`config.mk`:
```
export PLATFORM = sky130hd
export DESIGN_NAME = ifetch_ctrl
export DESIGN_NICKNAME = d
export VERILOG_FILES = /design/src/rtl/ifetch_ctrl_pkg.sv /design/src/rtl/ifetch_fifo.sv /design/src/rtl/ifetch_ctrl.sv
export SDC_FILE = /design/constraint.sdc
export NUM_CORES = 1
export LEC_CHECK = 0
export CAP_MARGIN = 5
export CORE_MARGIN = 5
export CORE_UTILIZATION = 49
export DETAILED_ROUTE_END_ITERATION = 7
export PLACE_DENSITY_LB_ADDON = 0.08
export RECOVER_POWER = 25
export SYNTH_ARGS = -nofsm -noshare
export SYNTH_HDL_FRONTEND = slang
export SYNTH_HIERARCHICAL = 1
export SYNTH_SLANG_ARGS = --single-unit
```
`constraint.sdc`:
```
create_clock -name clk -period 4.35 [get_ports clk]
set_input_delay 0.6525 -clock clk [delete_from_list [all_inputs] [get_ports clk]]
set_output_delay 0.6525 -clock clk [all_outputs]
set_load 0.05 [all_outputs]
```
`src/rtl/ifetch_ctrl_pkg.sv`:
```
// Shared MIPS32 fetch definitions: front-end state encoding and halt opcode.
// Latency: n/a (types and constants only).
// Backpressure: n/a.
package ifetch_ctrl_pkg;

  typedef enum logic [1:0] {
    ST_IDLE   = 2'd0,
    ST_RUN    = 2'd1,
    ST_HALTED = 2'd2
  } state_t;

  localparam logic [5:0] HALT_OPCODE = 6'h3F;

  function automatic logic is_halt(input logic [31:0] instr);
    return instr[31:26] == HALT_OPCODE;
  endfunction

endpackage

```
`src/rtl/ifetch_fifo.sv`:
```
// Prefetch buffer: DEPTH entries of {instr, pc}, with a single-cycle flush.
// Latency: a write at edge N is visible at the head after edge N.
// Backpressure: caller writes only when !full or while reading; flush beats wr/rd.
// Ports: flush/wr_en/rd_en controls, wr_instr/wr_pc tail data,
//        vld/full status, head_instr/head_pc head entry.
module ifetch_fifo #(
  parameter int AW    = 10,
  parameter int DEPTH = 2
) (
  input  logic          clk,
  input  logic          rst,
  input  logic          flush,
  input  logic          wr_en,
  input  logic [31:0]   wr_instr,
  input  logic [AW-1:0] wr_pc,
  input  logic          rd_en,
  output logic          vld,
  output logic          full,
  output logic [31:0]   head_instr,
  output logic [AW-1:0] head_pc
);

  localparam int PW = (DEPTH > 1) ? $clog2(DEPTH) : 1;
  localparam int CW = $clog2(DEPTH + 1);

  logic [31:0]   instr_mem [DEPTH];
  logic [AW-1:0] pc_mem    [DEPTH];
  logic [PW-1:0] head, tail;
  logic [CW-1:0] count;
  logic          do_wr, do_rd;

  function automatic logic [PW-1:0] ptr_next(input logic [PW-1:0] p);
    return (p == PW'(DEPTH - 1)) ? '0 : p + PW'(1);
  endfunction

  assign vld        = (count != '0);
  assign full       = (count == CW'(DEPTH));
  assign do_rd      = rd_en && vld;
  // A write into a full buffer is only legal when the head leaves the same edge.
  assign do_wr      = wr_en && (!full || do_rd);
  assign head_instr = instr_mem[head];
  assign head_pc    = pc_mem[head];

  always_ff @(posedge clk) begin
    if (rst) begin
      head  <= '0;
      tail  <= '0;
      count <= '0;
      for (int i = 0; i < DEPTH; i++) begin
        instr_mem[i] <= '0;
        pc_mem[i]    <= '0;
      end
    end else if (flush) begin
      // Stale entries stay in storage; only the pointers and count are cleared.
      head  <= '0;
      tail  <= '0;
      count <= '0;
    end else begin
      if (do_wr) begin
        instr_mem[tail] <= wr_instr;
        pc_mem[tail]    <= wr_pc;
        tail            <= ptr_next(tail);
      end
      if (do_rd) begin
        head <= ptr_next(head);
      end
      if (do_wr && !do_rd) begin
        count <= count + CW'(1);
      end else if (do_rd && !do_wr) begin
        count <= count - CW'(1);
      end
    end
  end

endmodule

```
`src/rtl/ifetch_ctrl.sv`:
```
// Instruction fetch controller: drives a combinational imem and fills a prefetch buffer.
// Latency: start/redirect at edge N -> first fetch at N+1 -> out_valid after N+1.
// Backpressure: out_ready low stalls fetch once the buffer is full; head is held stable.
// Ports: clk/rst; start, redirect_valid/redirect_pc controls; imem_addr/imem_data memory;
//        out_valid/out_ready/out_instr/out_pc decode handshake; halted status.
module ifetch_ctrl
  import ifetch_ctrl_pkg::*;
#(
  parameter int AW    = 10,
  parameter int DEPTH = 2
) (
  input  logic          clk,
  input  logic          rst,
  input  logic          start,
  input  logic          redirect_valid,
  input  logic [AW-1:0] redirect_pc,
  output logic [31:0]   imem_addr,
  input  logic [31:0]   imem_data,
  output logic          out_valid,
  input  logic          out_ready,
  output logic [31:0]   out_instr,
  output logic [AW-1:0] out_pc,
  output logic          halted
);

  state_t        state;
  logic [AW-1:0] pc;
  logic          fifo_full;
  logic          pop;
  logic          redirect_take;
  logic          fetch;

  assign pop           = out_valid && out_ready;
  // Redirects only count once the front end has been started.
  assign redirect_take = redirect_valid && (state != ST_IDLE);
  assign fetch         = (state == ST_RUN) && !redirect_take && (!fifo_full || pop);
  assign imem_addr     = {{(32 - AW){1'b0}}, pc};

  always_ff @(posedge clk) begin
    if (rst) begin
      state  <= ST_IDLE;
      pc     <= '0;
      halted <= 1'b0;
    end else if (redirect_take) begin
      state  <= ST_RUN;
      pc     <= redirect_pc;
      halted <= 1'b0;
    end else begin
      case (state)
        ST_IDLE: begin
          if (start) begin
            state <= ST_RUN;
            pc    <= '0;
          end
        end
        ST_RUN: begin
          if (fetch) begin
            pc <= pc + AW'(1);
            // The halt word itself is enqueued; fetching stops after it.
            if (is_halt(imem_data)) begin
              state  <= ST_HALTED;
              halted <= 1'b1;
            end
          end
        end
        default: begin
        end
      endcase
    end
  end

  ifetch_fifo #(
    .AW    (AW),
    .DEPTH (DEPTH)
  ) u_fifo (
    .clk        (clk),
    .rst        (rst),
    .flush      (redirect_take),
    .wr_en      (fetch),
    .wr_instr   (imem_data),
    .wr_pc      (pc),
    .rd_en      (pop),
    .vld        (out_valid),
    .full       (fifo_full),
    .head_instr (out_instr),
    .head_pc    (out_pc)
  );

endmodule

```
Word level (Yosys, flattened, before mapping)
Memory sizes are Yosys's and may differ from the RTL's. A register that Yosys moved wholly into a read port is not among the register bits. Index checks and enable logic that the tools add are counted.

RAM bits: 84. Flip-flop bits (word level): 17. Bits of input ports: 47. Output and inout bits: 76. Memories kept: 2. Logic and storage cells: 79.

Memories: u_fifo.instr_mem (words 2, width 32, read ports 1, clocked after Yosys merged registers in 1, wr ports 2, line ifetch_fifo.sv:26) `logic [31:0] instr_mem [DEPTH];`; u_fifo.pc_mem (words 2, width 10, read ports 1, clocked after Yosys merged registers in 1, wr ports 2, line ifetch_fifo.sv:27) `logic [AW-1:0] pc_mem [DEPTH];`.

$add $sub $neg: 5. Reductions and logical operators: 27. Eq/ne operators: 9. Multiplexer cells: 29.

Operators by type and width (count): $mux 10 (4); $mux 32 (1); $reduce_or 32->1 (1); $pmux 10 s2 (1); $mux 1 (17); $add 10x1->10 const B (1); $mux 2 (5); $reduce_or 10->1 (1); $logic_and 1x1->1 (8); $reduce_and 4->1 (2); $reduce_bool 2->1 (4); $eq 6x6->1 const B (1); $ne 3x2->1 const B (2); $reduce_and 3->1 (2); $logic_not 1->1 (4); $ne 2x1->1 const B (2); $pmux 2 s2 (1); $ne 3x3->1 const B (1); $reduce_bool 3->1 (1); $add 1x1->1 const B (2); $add 2x1->2 const B (1); $eq 2x1->1 const B (1); $eq 2x2->1 const B (1); $logic_not 2->1 (1); other kinds (4) (5).

Logic depth before layout (Yosys ltp)
Gate-level depths: netlist of the first run.

Depth after elaboration: 12. Mapped depth: 9. Depth with buffers taken out: 8.

Modules after synthesis
The synthesis of the first run kept the hierarchy.

Modules (own cells, without submodules): ifetch_fifo (area each 3878.7 µm², times used 1, cells an instance 250, seq. area each 2622.5 µm²); ifetch_ctrl (area each 943.4 µm², times used 1, cells an instance 127, seq. area each 260.2 µm²).

Worst setup path before layout of the first run
OpenSTA, ideal clock, no wires.

Kind: input to register. Start: input redirect_valid. End: memory u_fifo.instr_mem[1][0], enable pin. Setup slack: 1119 ps. Data arrival time: 2830 ps. Stages: 6. Path buffers: 2. Setup time: 402 ps. Data required time: 3948 ps. Path through: or3b_1 > clkbuf_2 > clkbuf_1 > nor2_1 > nor3b_4 > or2_1.

RTL lines: from (decl) (line ifetch_ctrl.sv:15) `input logic redirect_valid,`; to (decl) (line ifetch_fifo.sv:26).

==> results of run 1 <==
[power groups by stage]
stage,clock (W),combinational [W],sequential [W]
detailed placement,0,0.000409,0.00115
global route,0.000661,0.000426,0.00114
floorplan,0,0.000273,0.00116
finish,0.000604,0.000403,0.00113
global placement,0,0.000407,0.00115
CTS,0.000619,0.000411,0.00113
[cells by family after synthesis]
| group | share of synthesized area |
|---|---|
| AND/OR/NAND/NOR | 0.182 |
| XOR/XNOR | 0.00545 |
| flip-flops | 0.598 |
| other | 0.000778 |
| buffers and inverters | 0.0586 |
| AO/OA/AOI/OAI | 0.0524 |
| adder cells (fa/ha/maj) | 0.00519 |
| multiplexers | 0.0981 |
[registers in the layout, summed over array words and instances, names as in the netlist, named ones only]
name / count
u_fifo/pc_mem: 20
u_fifo/tail: 1
u_fifo/instr_mem: 64
u_fifo/head: 1
pc: 10
state: 2
halted: 1
u_fifo/count: 2
[metrics by stage]
step / total power, W / cells / utilization
after global routing: 0.00223 / 614 / 0.625
after CTS: 0.00216 / 614 / 0.626
after detailed placement: 0.00156 / 598 / 0.605
after floorplan: 0.00143 / 398 / -
final: 0.00214 / 614 / 0.625
after global placement: 0.00156 / 598 / 0.605
[cells in the mapped netlist, drive strengths merged, types with 2 or more instances]
cell type / n / area (um^2)
o21ai: 11 / 55.1
nor4: 3 / 18.8
a211oi: 2 / 15.0
clkbuf: 12 / 46.3
a21oi: 9 / 45.0
or2: 3 / 18.8
mux2: 42 / 473
nor3: 9 / 45.0
o21bai: 2 / 15.0
ha: 2 / 25.0
a21boi: 2 / 15.0
and3: 3 / 18.8
or3b: 2 / 20.0
nor3b: 5 / 53.8
nand2: 10 / 37.5
buf: 29 / 225
and2: 87 / 544
nor2b: 4 / 25.0
nand4: 3 / 18.8
inv: 3 / 11.3
xor2: 3 / 26.3
a221oi: 2 / 17.5
dfxtp: 18 / 360
edfxtp: 84 / 2520
nor2: 11 / 41.3
[routing by layer]
metal / routed length (um) / vias up / global-route usage
li1: - / 1506 / -
met1: 4070 / 1473 / 0.214
met2: 4850 / 100 / 0.276
met3: 613 / 15 / 0.0278
met4: 168 / 0 / 0.0659
met5: 0 / - / 0
[worst min-delay path by stage]
| stage | from | to | slack [ps] |
|---|---|---|---|
| after floorplan | state[0]$_SDFFE_PP0P_ | state[0]$_SDFFE_PP0P_ | 480 |
| after global placement | halted$_SDFFE_PP0P_ | halted$_SDFFE_PP0P_ | 480 |
| after detailed placement | halted$_SDFFE_PP0P_ | halted$_SDFFE_PP0P_ | 490 |
| after CTS | halted$_SDFFE_PP0P_ | halted$_SDFFE_PP0P_ | 500 |
| after global routing | halted$_SDFFE_PP0P_ | halted$_SDFFE_PP0P_ | 520 |
| final | halted$_SDFFE_PP0P_ | halted$_SDFFE_PP0P_ | 500 |
[layout make-up]
| class | count | area share |
|---|---|---|
| sequential | 102 | 0.477 |
| multi-input combinational | 252 | 0.285 |
| timing repair buffer | 108 | 0.175 |
| tap | 133 | 0.0275 |
| clock buffer | 9 | 0.0205 |
| clock inverter | 7 | 0.0130 |
| inverter | 3 | 0.00186 |
[critical path, delay by kind of cell]
family,cells,cell delay (ps)
buffers and inverters,2,910
and+or+nand+nor,4,1660
==> results by stage, run 1 <==
Outcome:
- The run finished with clean final reports.

Synth:
- The synthesized design contains 84 enable-type register cells.
- The netlist uses 48 different library cells.
- Counting flops and latches in the post-synthesis netlist gives 102.
- Of the synthesized area, sequential elements account for 0.598.
- The number of instances in the synthesized netlist is 377.
- The average instance area after synthesis is 12.8 um^2.
- For this run, asynchronously set or reset flops after synthesis account for 0.
- The synthesized netlist occupies a cell area of 4820 um^2.
- The commonest register cell after synthesis is sky130_fd_sc_hd__edfxtp_1.
- Yosys printed 6 warnings.

Clocking:
- The TritonCTS clock tree is built.
- The H-tree generated during clock tree synthesis spans 3 levels.
- The CTS clock-pin slew for the worst setup and hold paths is 100 ps.
- The number of setup buffers added after CTS is 0.
- Once the clock tree was built, the resizer swapped 0 gates to a different size.
- TritonCTS created 9 clock buffers.
- CTS placed an instance of sky130_fd_sc_hd__clkbuf_8 at the clock tree root.
- The number of buffers on the longest clock path is 2.
- At the later pin of the worst-skew pair, clock insertion delay measures 360 ps.
- The number of hold buffers added after cts is 0.
- The clock sink total is 102.

Die:
- The total number of placement rows is 36.
- The vertical die dimension is 109 um.
- The die extent in x is 109 um.
- The die covers 11900 um^2.
- In this run the standard cell core region covers 9680 um^2.
- The initial core utilization is 0.498.
- For this design the top-level I/O count stands at 123.

Power:
- The leakage power total is 2.29 nW.
- The share of total power dissipated in combinational logic is 0.188.
- The power per cell area is 353 nW/um^2.
- The analysis attributes to net switching a power of 0.000616 W.
- The internal power consumption is 0.00152 W.
- IR analysis of the VDD net gives a maximum drop of 0.144 mV.
- Of the total power, the share spent switching nets is 0.288.
- The power share of the clock group is 0.282.
- The portion of total power attributed to sequential cells is 0.529.

Global route:
- The global-route wire length before repair is 15000 um.
- The final global-route overflow total is 0.
- The initial antenna violation count is 0.
- The via count of the first global-routing pass is 3075.
- The pin count of the biggest net entering global routing is 44.
- The total global-route track usage is 0.165.

Drt:
- In the routed design, unresolved DRC markers number 0.
- The via-per-instance ratio is 5.04.
- The count of antenna-violating nets left after detailed routing is 0.
- The routed layout has 3094 vias.
- The sum of routed wire length over all layers is 9700 um.
- The average wire per cell in the routed design is 15.8 um.
- The first detailed-routing pass ran for 4 iterations.
- For this block, the initial DRC count from the detailed router was 81.

Worst setup path:
- The capturing element of the worst setup path is u_fifo/instr_mem[1][31]$_SDFFCE_PN0P_.
- In this design, the stage delay of the slowest critical-path cell is 610 ps.
- The startpoint class of the critical path is an input port.
- Of all nets on the critical path, the largest fanout is 24.
- Counting cells, the worst reg-to-reg path comes to 5.
- The worst register-to-register path begins at state[0]$_SDFFE_PP0P_.
- The critical path starts at redirect_valid.
- The capture instance of the worst register-to-register path is u_fifo/instr_mem[1][31]$_SDFFCE_PN0P_.
- On the critical path, the stage with the largest delay is an instance of sky130_fd_sc_hd__dlygate4sd3_1.
- The critical path is of the in2reg type.
- The required time reported for the critical path endpoint is 4410 ps.
- The signal on the critical path passes through dlygate4sd3_1, or3b_1, nor2_1, nor3b_1, or2_2, buf_4.
- The kind of end point of the critical path is a flip-flop.
- STA puts the critical path data arrival time at 3240 ps.
- The slack of the worst reg-to-reg path is 1650 ps.

STA:
- The worst path in the final design needs a cycle of 3180 ps, including I/O delays and setup.
- The upper clock frequency limit is 315 MHz.
- Setup slack closes at 1170 ps.
- The final hold slack is 500 ps.
- Setup violations remaining at the end of the flow were counted as 0.
- At the pin with the least slew margin, the transition time is 1040 ps.
- Setup repair after global routing left no endpoint under its margin.
- The clock skew after layout is 19.9 ps.
- The portion of the clock cycle consumed by the worst path in the final layout is 0.731.
- The final total negative setup slack is 0 ps.
- The number of hold violations in the final report is 0.
- The remaining max-slew budget at the tightest pin is 0.307.
- The number of max-slew violations in the final report is 0.

Layout:
- With fillers left out, the area of the finished cells amounts to 6050 um^2.
- The area of the multi-input gates is 1720 um^2.
- The proportion of layout cells with a drive suffix above 1 is 0.152.
- The area growth from synthesis to final layout is 25.5%.
- 0 antenna diodes ended up in the layout.
- The area used by sequential logic in the layout is 2880 um^2.
- In the layout the commonest cells are sky130_fd_sc_hd__and2_1, sky130_fd_sc_hd__clkdlybuf4s50_1, sky130_fd_sc_hd__edfxtp_1, sky130_fd_sc_hd__mux2_2, sky130_fd_sc_hd__conb_1.
- Fill cells in the final layout number 792.
- At the end of the flow, the number of nets in the layout was 525.

Min path:
- The depth of the worst hold-timing path is 2.
- The worst min-delay path category is reg2reg.

Flow run:
- The number of max-cap violations is 0.

Placement:
- The number of buffers added on ports is 100.
- Before CTS, the worst setup slack after placement is 901 ps.
- The instance area at placement is 5860 um^2.
- The weighted congestion reported at the end of routability-driven placement is 0.792.
- The sum of net half-perimeters after detailed placement is 6530 um.
Note: power is estimated with default switching activity, not from simulation.
==> inputs of run 2 (changes only) <==
==> constraint.sdc (replaced) <==
create_clock -name clk -period 3 [get_ports clk]
set_input_delay 0.45 -clock clk [delete_from_list [all_inputs] [get_ports clk]]
set_output_delay 0.45 -clock clk [all_outputs]
set_load 0.05 [all_outputs]
==> run 2 against run 1 <==
  * Global-route usage increased by 0.19 points
  * Worst hold slack about the same
  * Sequential share of layout area unchanged
  * Largest power group unchanged
==> results by stage, run 2 (same netlist as run 1, synthesis figures left out) <==
Layout:
- The number of antenna repair diodes is 0 (unchanged).
- The flip-flop count of the largest register after layout came to 64 (unchanged).
- The final instance area came to 6050 um^2 (unchanged).
- The library cell used most frequently in the layout, excluding fill and tap cells, is sky130_fd_sc_hd__clkdlybuf4s50_1.
- The post-layout net count was 527 (+0.38%).
- The area growth from synthesis to final layout is 25.5% (unchanged).
- The library cells used most frequently in the layout, excluding fill and tap cells, are sky130_fd_sc_hd__clkdlybuf4s50_1, sky130_fd_sc_hd__edfxtp_1, sky130_fd_sc_hd__and2_1, sky130_fd_sc_hd__mux2_2, sky130_fd_sc_hd__conb_1.
- In the final layout, the registers with the most flip-flops are u_fifo/instr_mem: 64 flops, u_fifo/pc_mem: 20 flops, pc: 10 flops.
- The count of non-filler cells in the finished layout is 616 (+0.33%).
- The register name with the most flops is u_fifo/instr_mem.
- The proportion of layout cells with a drive suffix above 1 is 0.149 (-0.00270).

Worst setup path:
- The highest net fanout along the worst path was 42 (+75%).
- The worst setup path is captured at a flip-flop.
- The depth of the worst register-to-register path is 6 (+1).
- The required time reported for the critical path endpoint was 3220 ps (-1190 ps).
- The kind of critical path is in2reg.
- The slack of the worst reg-to-reg path is 440 ps (-1210 ps).
- The highest cell delay on the worst timing path came to 640 ps (+30 ps).
- The slowest stage of the critical path is the sky130_fd_sc_hd__clkbuf_2 cell.
- The worst register-to-register path begins at u_fifo/count[0]$_SDFFE_PP0P_.
- The beginning of the critical path is redirect_valid.
- The worst path arrival time was 2790 ps (-450 ps).
- The capture instance of the worst register-to-register path is u_fifo/instr_mem[0][26]$_SDFFCE_PN0P_.
- The worst setup path is launched from an input port.
- The signal on the critical path passes through dlygate4sd3_1, o21a_1, or3b_1, nor3b_1, clkbuf_2, and2_1.
- In this run the worst setup path terminates at u_fifo/instr_mem[1][29]$_SDFFCE_PN0P_.

Die:
- The area of the placeable core is 9680 um^2 (unchanged).
- The count of boundary I/O pins came to 123 (unchanged).
- The area of the die is 11900 um^2 (unchanged).
- The total number of placement rows is 36 (unchanged).
- The die extent in x is 109 um (unchanged).
- The initial core utilization is 0.498 (unchanged).
- The vertical die dimension is 109 um (unchanged).

STA:
- The transition time at the pin with the least slew margin is 776 ps (-264 ps).
- The final total negative setup slack is 0 ps (unchanged).
- The clock skew after layout came to 13.4 ps (-6.48 ps).
- Setup repair after global routing left no endpoint under its margin.
- The number of hold violations in the final report is 0 (unchanged).
- The number of max-slew violations in the final report was 0 (unchanged).
- The setup-violating endpoint count in the final report was 0 (unchanged).
- The portion of the clock cycle consumed by the worst path in the final layout is 0.855.
- The minimum clock period after layout is 2570 ps.
- The remaining max-slew budget at the tightest pin is 0.483 (+0.176).
- Derived from the worst setup path, the maximum achievable clock frequency is 390 MHz.

Clocking:
- The number of buffers on the longest clock path is 2 (unchanged).
- The number of cells upsized or downsized after cts is 0 (unchanged).
- The depth of the CTS H-tree is 3 (unchanged).
- The CTS clock-pin slew for the worst setup and hold paths is 90 ps (about the same).
- The TritonCTS clock tree is built.
- The clock sink total came to 102 (unchanged).
- The buffer count from post-CTS setup fixing came to 0 (unchanged).
- The tree is rooted in a sky130_fd_sc_hd__clkbuf_8.
- The clock insertion delay at the later pin of the skew report is 360 ps (about the same).
- The total clock buffers created by CTS came to 9 (unchanged).
- The number of hold buffers added after cts was 0 (unchanged).

Power:
- The power per cell area was 499 nW/um^2 (+41%).
- The net switching power figure is 0.000894 W (+45%).
- The internal power consumption is 0.00213 W (+40%).
- The leakage power total was 2.29 nW (about the same).
- The largest voltage drop on the vdd net is 0.306 mV (+110%).
- The relative contribution of combinational cells to total power is 0.197 (+0.009).
- The portion of total power attributed to sequential cells came to 0.541 (+0.012).
- The power share of the clock group came to 0.262 (-0.020).
- The switching part of the total power came to 0.296 (+0.00814).

Placement:
- The number of buffers added on ports is 100 (unchanged).
- The number of placed instances, taps included was 600 (+0.33%).
- The sum of net half-perimeters after detailed placement is 6390 um (-2.1%).
- The instance area at placement is 5900 um^2 (+0.68%).
- The weighted congestion reported at the end of routability-driven placement came to 0.781 (-1.4%).

Global route:
- The pin count of the biggest net entering global routing is 44 (unchanged).
- The initial antenna violation count is 0 (unchanged).
- The global-route wire length before repair is 15200 um (+1.6%).
- The total global-route track usage came to 0.167 (+0.00192).
- The final global-route overflow total is 0 (unchanged).
- The via count of the first global-routing pass is 3141 (+2.1%).

Drt:
- The violation count after the first detailed-route iteration is 126 (+56%).
- The DRC violation count after routing is 0 (unchanged).
- The via count is 3085 (-0.29%).
- The via-per-instance ratio came to 5.01 (-0.61%).
- The number of iterations in the first detailed-routing pass came to 4 (unchanged).
- The average wire per cell in the routed design is 15.8 um (+0.25%).
- The sum of routed wire length over all layers is 9750 um (+0.58%).
- The count of antenna-violating nets left after detailed routing came to 0 (unchanged).

Outcome:
- The run finished with clean final reports.

Min path:
- The path class of the tightest hold or removal check is reg2reg.

Flow run:
- The number of max-cap violations is 0 (unchanged).
## run 2: cell count changes in the layout (fill, tap and decap cells not counted), moves of 2 or more
cell,before,now
sky130_fd_sc_hd__clkbuf_2,0,2
sky130_fd_sc_hd__buf_12,0,2
sky130_fd_sc_hd__and2_1,87,82
sky130_fd_sc_hd__buf_4,8,4
sky130_fd_sc_hd__inv_6,2,4
sky130_fd_sc_hd__clkinvlp_4,2,0
sky130_fd_sc_hd__and2_0,0,5
sky130_fd_sc_hd__clkbuf_1,0,2
## run 2: metal layers
layer / vias to the layer above / wire, um / track usage
li1: 1505 / - / -
met1: 1481 / 4260 / 0.209
met2: 88 / 4850 / 0.289
met3: 11 / 514 / 0.0308
met4: 0 / 125 / 0.0597
met5: - / 0 / 0
## run 2: how the worst min path moves through the flow
stage | slack (ps) | end | cells after the start | start
detailed placement | 490 | halted$_SDFFE_PP0P_ | 2 | halted$_SDFFE_PP0P_
finish | 500 | halted$_SDFFE_PP0P_ | 2 | halted$_SDFFE_PP0P_
global placement | 480 | halted$_SDFFE_PP0P_ | 2 | halted$_SDFFE_PP0P_
global route | 550 | halted$_SDFFE_PP0P_ | 2 | halted$_SDFFE_PP0P_
CTS | 510 | halted$_SDFFE_PP0P_ | 2 | halted$_SDFFE_PP0P_
floorplan | 480 | state[0]$_SDFFE_PP0P_ | 2 | state[0]$_SDFFE_PP0P_
## run 2: worst max-delay path: cells and delay by family
family                 cells  cell delay (ps)
and+or+nand+nor            3              880
buffers and inverters      2             1250
AOI/OAI and AO/OA          1              190
## run 2: through the flow
stage	hold WS (ps)	utilization	total power, W	worst slack [ps]
detailed placement	488	0.609	0.00227	371
global placement	483	0.609	0.00227	455
global route	547	0.625	0.00313	194
finish	499	0.625	0.00302	435
CTS	508	0.627	0.00306	413
floorplan	481	-	0.00208	47.2
## run 2: layout make-up
class | instances | area [um^2]
Clock inverter | 7 | 53.8
Tap cell | 133 | 166
Multi-Input combinational cell | 252 | 1720
Fill cell | 789 | 3630
Inverter | 3 | 11.3
Sequential cell | 102 | 2880
Clock buffer | 9 | 124
Timing Repair Buffer | 110 | 1090
## run 2: power by group through the flow
| stage | registers [W] | clock network, W | logic [W] |
|---|---|---|---|
| 2_1_floorplan | 0.00168 | 0 | 0.000396 |
| 3_3_place_gp | 0.00166 | 0 | 0.000603 |
| 3_5_place_dp | 0.00167 | 0 | 0.000605 |
| 4_1_cts | 0.00164 | 0.000817 | 0.000608 |
| 5_1_grt | 0.00164 | 0.000857 | 0.000628 |
| 6_report | 0.00163 | 0.000793 | 0.000594 |
